==> config.mk <==
export PLATFORM = sky130hd
export DESIGN_NAME = mem_arbiter
export DESIGN_NICKNAME = d
export VERILOG_FILES = /design/src/rtl/mem_arbiter.sv
export SDC_FILE = /design/constraint.sdc
export NUM_CORES = 1
export LEC_CHECK = 0
export ABC_AREA = 1
export CELL_PAD_IN_SITES_DETAIL_PLACEMENT = 1
export CELL_PAD_IN_SITES_GLOBAL_PLACEMENT = 1
export CORE_ASPECT_RATIO = 0.8
export CORE_MARGIN = 8
export CORE_UTILIZATION = 23
export DETAILED_ROUTE_END_ITERATION = 8
export PLACE_DENSITY_LB_ADDON = 0.1
export RECOVER_POWER = 50
export SETUP_SLACK_MARGIN = 0.3
export SLEW_MARGIN = 15
export SYNTH_ARGS = -nofsm -noshare
export SYNTH_HDL_FRONTEND = slang
export SYNTH_SLANG_ARGS = --single-unit
==> constraint.sdc <==
create_clock -name clk -period 1.6 [get_ports clk]
set_input_delay 0.24 -clock clk [delete_from_list [all_inputs] [get_ports clk]]
set_output_delay 0.24 -clock clk [all_outputs]
set_load 0.01 [all_outputs]
==> src/rtl/mem_arbiter.sv <==
// Single-port memory arbiter: shares one RAM port between instruction
// fetches and data reads/writes. Data requests win over instruction reads,
// writes win over reads. Each access is followed by one IDLE cycle so a
// still-asserted request is never granted twice. A watchdog abandons any
// access for which the RAM never raises ram_ready.
module mem_arbiter #(
    parameter int TIMEOUT = 255
) (
    input  logic        clk,
    input  logic        n_rst,
    // instruction requester
    input  logic        iren,
    input  logic [31:0] iaddr,
    output logic        ihit,
    output logic [31:0] iload,
    // data requester
    input  logic        dren,
    input  logic        dwen,
    input  logic [31:0] daddr,
    input  logic [31:0] dstore,
    output logic        dhit,
    output logic [31:0] dload,
    // shared RAM port
    output logic        ram_ren,
    output logic        ram_wen,
    output logic [31:0] ram_addr,
    output logic [31:0] ram_store,
    input  logic [31:0] ram_load,
    input  logic        ram_ready,
    // watchdog abort pulse
    output logic        timeout
);

    localparam int WCNT_W = $clog2(TIMEOUT + 1);
    // Last wait-cycle index; reaching it without ram_ready aborts the access.
    localparam logic [WCNT_W-1:0] WCNT_LIMIT = WCNT_W'(TIMEOUT - 1);

    typedef enum logic [1:0] {
        ST_IDLE = 2'd0,
        ST_IRD  = 2'd1,
        ST_DRD  = 2'd2,
        ST_DWR  = 2'd3
    } state_t;

    state_t              state_r;
    state_t              state_nxt_s;
    logic [WCNT_W-1:0]   wcnt_r;
    logic [WCNT_W-1:0]   wcnt_nxt_s;
    logic [31:0]         addr_r;
    logic [31:0]         addr_nxt_s;
    logic [31:0]         store_r;
    logic [31:0]         store_nxt_s;
    logic                limit_s;
    logic                timeout_s;

    assign limit_s = (wcnt_r == WCNT_LIMIT);

    // State, watchdog counter and address/data latches.
    always_ff @(posedge clk or negedge n_rst) begin
        if (!n_rst) begin
            state_r <= ST_IDLE;
            wcnt_r  <= {WCNT_W{1'b0}};
            addr_r  <= 32'h0000_0000;
            store_r <= 32'h0000_0000;
        end else begin
            state_r <= state_nxt_s;
            wcnt_r  <= wcnt_nxt_s;
            addr_r  <= addr_nxt_s;
            store_r <= store_nxt_s;
        end
    end

    // Grant by priority from IDLE; finish or abort the running access.
    always_comb begin
        state_nxt_s = state_r;
        wcnt_nxt_s  = wcnt_r;
        addr_nxt_s  = addr_r;
        store_nxt_s = store_r;
        timeout_s   = 1'b0;
        case (state_r)
            ST_IDLE: begin
                // Counter is held at zero so every access starts from a fresh count.
                wcnt_nxt_s = {WCNT_W{1'b0}};
                if (dwen) begin
                    state_nxt_s = ST_DWR;
                    addr_nxt_s  = daddr;
                    store_nxt_s = dstore;
                end else if (dren) begin
                    state_nxt_s = ST_DRD;
                    addr_nxt_s  = daddr;
                end else if (iren) begin
                    state_nxt_s = ST_IRD;
                    addr_nxt_s  = iaddr;
                end else begin
                    state_nxt_s = ST_IDLE;
                end
            end
            ST_IRD, ST_DRD, ST_DWR: begin
                // ram_ready on the limit cycle still counts as a normal completion.
                if (ram_ready) begin
                    state_nxt_s = ST_IDLE;
                    wcnt_nxt_s  = {WCNT_W{1'b0}};
                end else if (limit_s) begin
                    timeout_s   = 1'b1;
                    state_nxt_s = ST_IDLE;
                    wcnt_nxt_s  = {WCNT_W{1'b0}};
                end else begin
                    wcnt_nxt_s  = wcnt_r + WCNT_W'(1);
                end
            end
            default: begin
                state_nxt_s = ST_IDLE;
                wcnt_nxt_s  = {WCNT_W{1'b0}};
            end
        endcase
    end

    // Output decode: enables follow the state register, hits follow ram_ready.
    always_comb begin
        ram_ren   = 1'b0;
        ram_wen   = 1'b0;
        ihit      = 1'b0;
        iload     = 32'h0000_0000;
        dhit      = 1'b0;
        dload     = 32'h0000_0000;
        ram_addr  = addr_r;
        ram_store = store_r;
        timeout   = timeout_s;
        case (state_r)
            ST_IDLE: begin
                ram_ren = 1'b0;
                ram_wen = 1'b0;
            end
            ST_IRD: begin
                ram_ren = 1'b1;
                if (ram_ready) begin
                    ihit  = 1'b1;
                    iload = ram_load;
                end else begin
                    ihit  = 1'b0;
                end
            end
            ST_DRD: begin
                ram_ren = 1'b1;
                if (ram_ready) begin
                    dhit  = 1'b1;
                    dload = ram_load;
                end else begin
                    dhit  = 1'b0;
                end
            end
            ST_DWR: begin
                ram_wen = 1'b1;
                // A write completion reports no load data.
                if (ram_ready) begin
                    dhit = 1'b1;
                end else begin
                    dhit = 1'b0;
                end
            end
            default: begin
                ram_ren = 1'b0;
                ram_wen = 1'b0;
            end
        endcase
    end

endmodule

==> results.py <==
metrics = {
    "logic_synthesis": {
        "synth_cells": 513,
        "synthXorXnorAreaFrac_pct": 0.711,
        "async_reset_ff_share_pct": 100,
        "yosysMostFrequentCell": "nand2_1",
        "ys_ff_latch": 74,
        "synth_area_leaders": "dfrtp_1 50%, nand2_1 14%, nor2_1 11%",
        "synth_mux_area_share_pct": 0,
        "yosys.area_share.simple_pct": 27.6,
        "avgSynthCellArea_sq_um": 7.20,
        "ys_seq_area_share_pct": 50.1,
        "synth.top_cell.area_share_pct": 50.1,
        "synth_top_family_by_area": "simple AND/OR/NAND/NOR gates",
        "synth_fp_nets": 653,
        "synth-compound-area-share_pct": 9.34,
        "ys_warn_count": 0,
        "synth_ff_type": "dfrtp_1",
        "synthDistinctLibCells": 18,
        "synth_edf_count": 0,
        "yosysTopAreaCell": "dfrtp_1",
        "synth_common_cells": "142 x nand2_1, 112 x nor2_1, 74 x dfrtp_1, 71 x inv_1, 34 x a21oi_1",
        "synth_adder_area_share_pct": 2.03,
        "synth_area_sq_um": 3700,
    },
    "setup_path": {
        "ff2ff_path_depth": 11,
        "slowest_delay_ns": 0.44,
        "r2r_end": "ram_addr[25]",
        "r2r_slack_ns": -0.17,
        "crit_slowest_cell": "dfrtp_2",
        "path_buf_inv": 3,
        "worstPathCellList": "inv_2, ha_4, nand2_8, clkbuf_16, nor2_2, buf_2",
        "worstPathRequired_ns": 1.36,
        "crit_fanout": 8,
        "worstSetupPathType": "flip-flop to output port",
        "start_kind": "flip-flop",
        "r2r_start": "state_r[1]",
        "critPathCaptureType": "output port",
        "arrival_ns": 1.57,
        "path_delay_family": "buffers and inverters",
    },
    "floorplan": {
        "core_sq_um": 15700,
        "start_util_pct": 23.5,
        "fp.dieH_um": 129,
        "num_io_pins": 267,
        "die_area_sq_um": 20400,
        "num_rows": 41,
        "die_w_um": 158,
    },
    "hold_path": {
        "holdCritStartpoint": "dstore[2]",
        "whs_endpoint": "ram_store[2]",
        "min_path_cells": 3,
        "hp-class": "primary input to flip-flop",
    },
    "clock_network": {
        "cts_tree": "yes",
        "clk_pin_slew_ns": 0.06,
        "cts.sinks": 74,
        "clock-root-buffer": "clkbuf_16",
        "clk_path_buf_depth": 2,
        "clk_latency_ns": 0.34,
        "numCtsBuffers": 9,
        "h-tree-depth": 3,
    },
    "global_routing": {
        "grt-ovfl-total": 0,
        "grt_pass1_vias": 4993,
        "antenna_found_initial": 0,
        "grt_use_total_pct": 17.5,
        "grt_pass1_wl_um": 27600,
        "grt_max_degree": 75,
    },
    "sta": {
        "worst_pin_slew_ns": 0.999,
        "fin_skew_ns": 0.00386,
        "setup_viol": 132,
        "rsz0062_at_grt": "yes",
        "fmax_mhz": 553,
        "finalHoldViolations": 0,
        "slew_headroom_pct": 33.4,
        "finalCriticalPeriod_ns": 1.81,
        "setup_ws_ns": -0.207,
        "drv_slew": 0,
        "timing.final.crit_share_pct": 113,
    },
    "power_and_ir_drop": {
        "p_leak_nw": 4.45,
        "cellPowerDensity_nw_per_um2": 1620,
        "peakVddDrop_mv": 0.922,
    },
    "place": {
        "place.gp.congestion": 0.911,
        "dp_cells": 998,
        "dpl.hpwl_um": 13400,
        "dpl-instance-area_sq_um": 6830,
        "port_buffers": 266,
    },
    "final_layout": {
        "fin_cells": 1047,
        "antenna_cells": 0,
        "final_area_sq_um": 8540,
        "area_delta_synth_final_pct": 131,
        "drive_gt1_share_pct": 32.2,
        "fill_cells": 1815,
        "post-route-util_pct": 54.2,
        "final_nets": 968,
    },
    "drt": {
        "drt-initial-drc-count": 148,
        "postRouteAntennaNets": 0,
        "drc": 0,
        "vias": 4578,
        "wl_per_cell_um": 18.8,
        "drt_wl_total_um": 19700,
        "firstDrtPassIters": 4,
        "via_per_inst": 4.37,
    },
    "status": {
        "status": "finished with violations",
        "violations": "setup timing",
    },
    "job": {
        "maxCapViolCount": 0,
    },
}
[logic make-up after synthesis]
kind of cell | after synthesis
AOI/OAI and AO/OA | 69
buffers and inverters | 96
and+or+nand+nor | 265
DFF | 74
adders and majority gates | 6
xor gates and xnor gates | 3
[placed cells by master, fill, tap and decap left out, types with 2 or more instances in the layout]
| cell type | Yosys | routed |
|---|---|---|
| buf_4 | 0 | 21 |
| bufinv_16 | 0 | 2 |
| o21ai_0 | 24 | 23 |
| buf_16 | 0 | 10 |
| nor2_2 | 1 | 14 |
| inv_2 | 1 | 2 |
| nand2_1 | 142 | 126 |
| ha_1 | 6 | 2 |
| clkbuf_2 | 0 | 3 |
| buf_12 | 0 | 14 |
| xnor2_1 | 2 | 2 |
| a21oi_2 | 0 | 17 |
| nand2_2 | 2 | 12 |
| nor2_1 | 112 | 43 |
| ha_4 | 0 | 4 |
| buf_6 | 0 | 33 |
| o21ai_1 | 11 | 11 |
| nor2_4 | 1 | 57 |
| clkbuf_16 | 0 | 16 |
| dfrtp_1 | 74 | 73 |
| buf_8 | 0 | 3 |
| nand3_2 | 0 | 2 |
| buf_2 | 15 | 42 |
| clkbuf_1 | 9 | 3 |
| nand3_1 | 6 | 3 |
| clkdlybuf4s50_1 | 0 | 131 |
| inv_1 | 71 | 69 |
| nand2_4 | 0 | 3 |
| nand2_8 | 0 | 3 |
| dlymetal6s2s_1 | 0 | 62 |
| a21oi_4 | 0 | 3 |
| a21oi_1 | 34 | 14 |
[through the flow]
step | TNS [ns] | setup WS [ns] | hold slack, ns | power, W
2_1_floorplan | 0 | 0.233 | -0.0556 | 0.00535
3_3_place_gp | -27.38 | -0.557 | 0.294 | 0.00860
3_5_place_dp | -33.20 | -0.600 | 0.305 | 0.00881
4_1_cts | -16.55 | -0.281 | 0.430 | 0.0131
5_1_grt | -28.55 | -0.287 | 0.453 | 0.0147
6_report | -18.52 | -0.207 | 0.441 | 0.0138
[routing by layer]
layer | part of all wire (%) | track usage [%]
met2 | 50 | 30.6
met1 | 38 | 18.9
met3 | 9.4 | 7.72
met5 | 0 | 0
met4 | 2.1 | 5.31
[registers in the layout, summed over array words and instances (netlist names)]
name	count
ram_store	32
state_r	2
ram_addr	32
wcnt_r	8
[layout make-up]
cell class              count  area [sq um]  area share, %
flip-flops and latches     74          1850           21.7
well taps                 215           269           3.15
inverters                  72           278           3.25
repair buffers            328          3630           42.5
multi-input cells         343          2210           25.8
clock buffers              12           236           2.77
clock inverters             3          65.1          0.762
[tightest hold or removal path, delay by kind of cell]
kind / cells / cell delay, ns
buffers and inverters: 1 / 0.39
AND/OR/NAND/NOR: 2 / 0.11
[worst max path at each step]
stage / from / end / slack [ns] / depth (start not counted)
final: state_r[0] / dload[27] / -0.21 / 6
after global routing: state_r[0] / dload[27] / -0.29 / 6
after CTS: state_r[0] / dload[13] / -0.28 / 6
after detailed placement: ram_ready / iload[23] / -0.60 / 5
after global placement: ram_ready / iload[23] / -0.56 / 5
after floorplan: state_r[0] / dload[10] / 0.23 / 5
[timing repair]
item / CTS / global route
gates resized for setup: 365 / 232
pin swaps: 7 / 13
setup buffers: 11 / 3
hold endpoints to repair: 74 / 0
cloned: 10 / 9
hold buffers: 1 / 0
setup endpoints to repair: 207 / 207
[report_power, final]
part	leakage, nW	internal [W]	switching (W)	total (W)
combinational	3.42	0.00445	0.00392	0.00837
sequential	0.881	0.00270	0.000617	0.00332
clock	0.147	0.00136	0.000765	0.00212
total	4.45	0.00851	0.00531	0.0138
(Power assumes the default switching activity.)
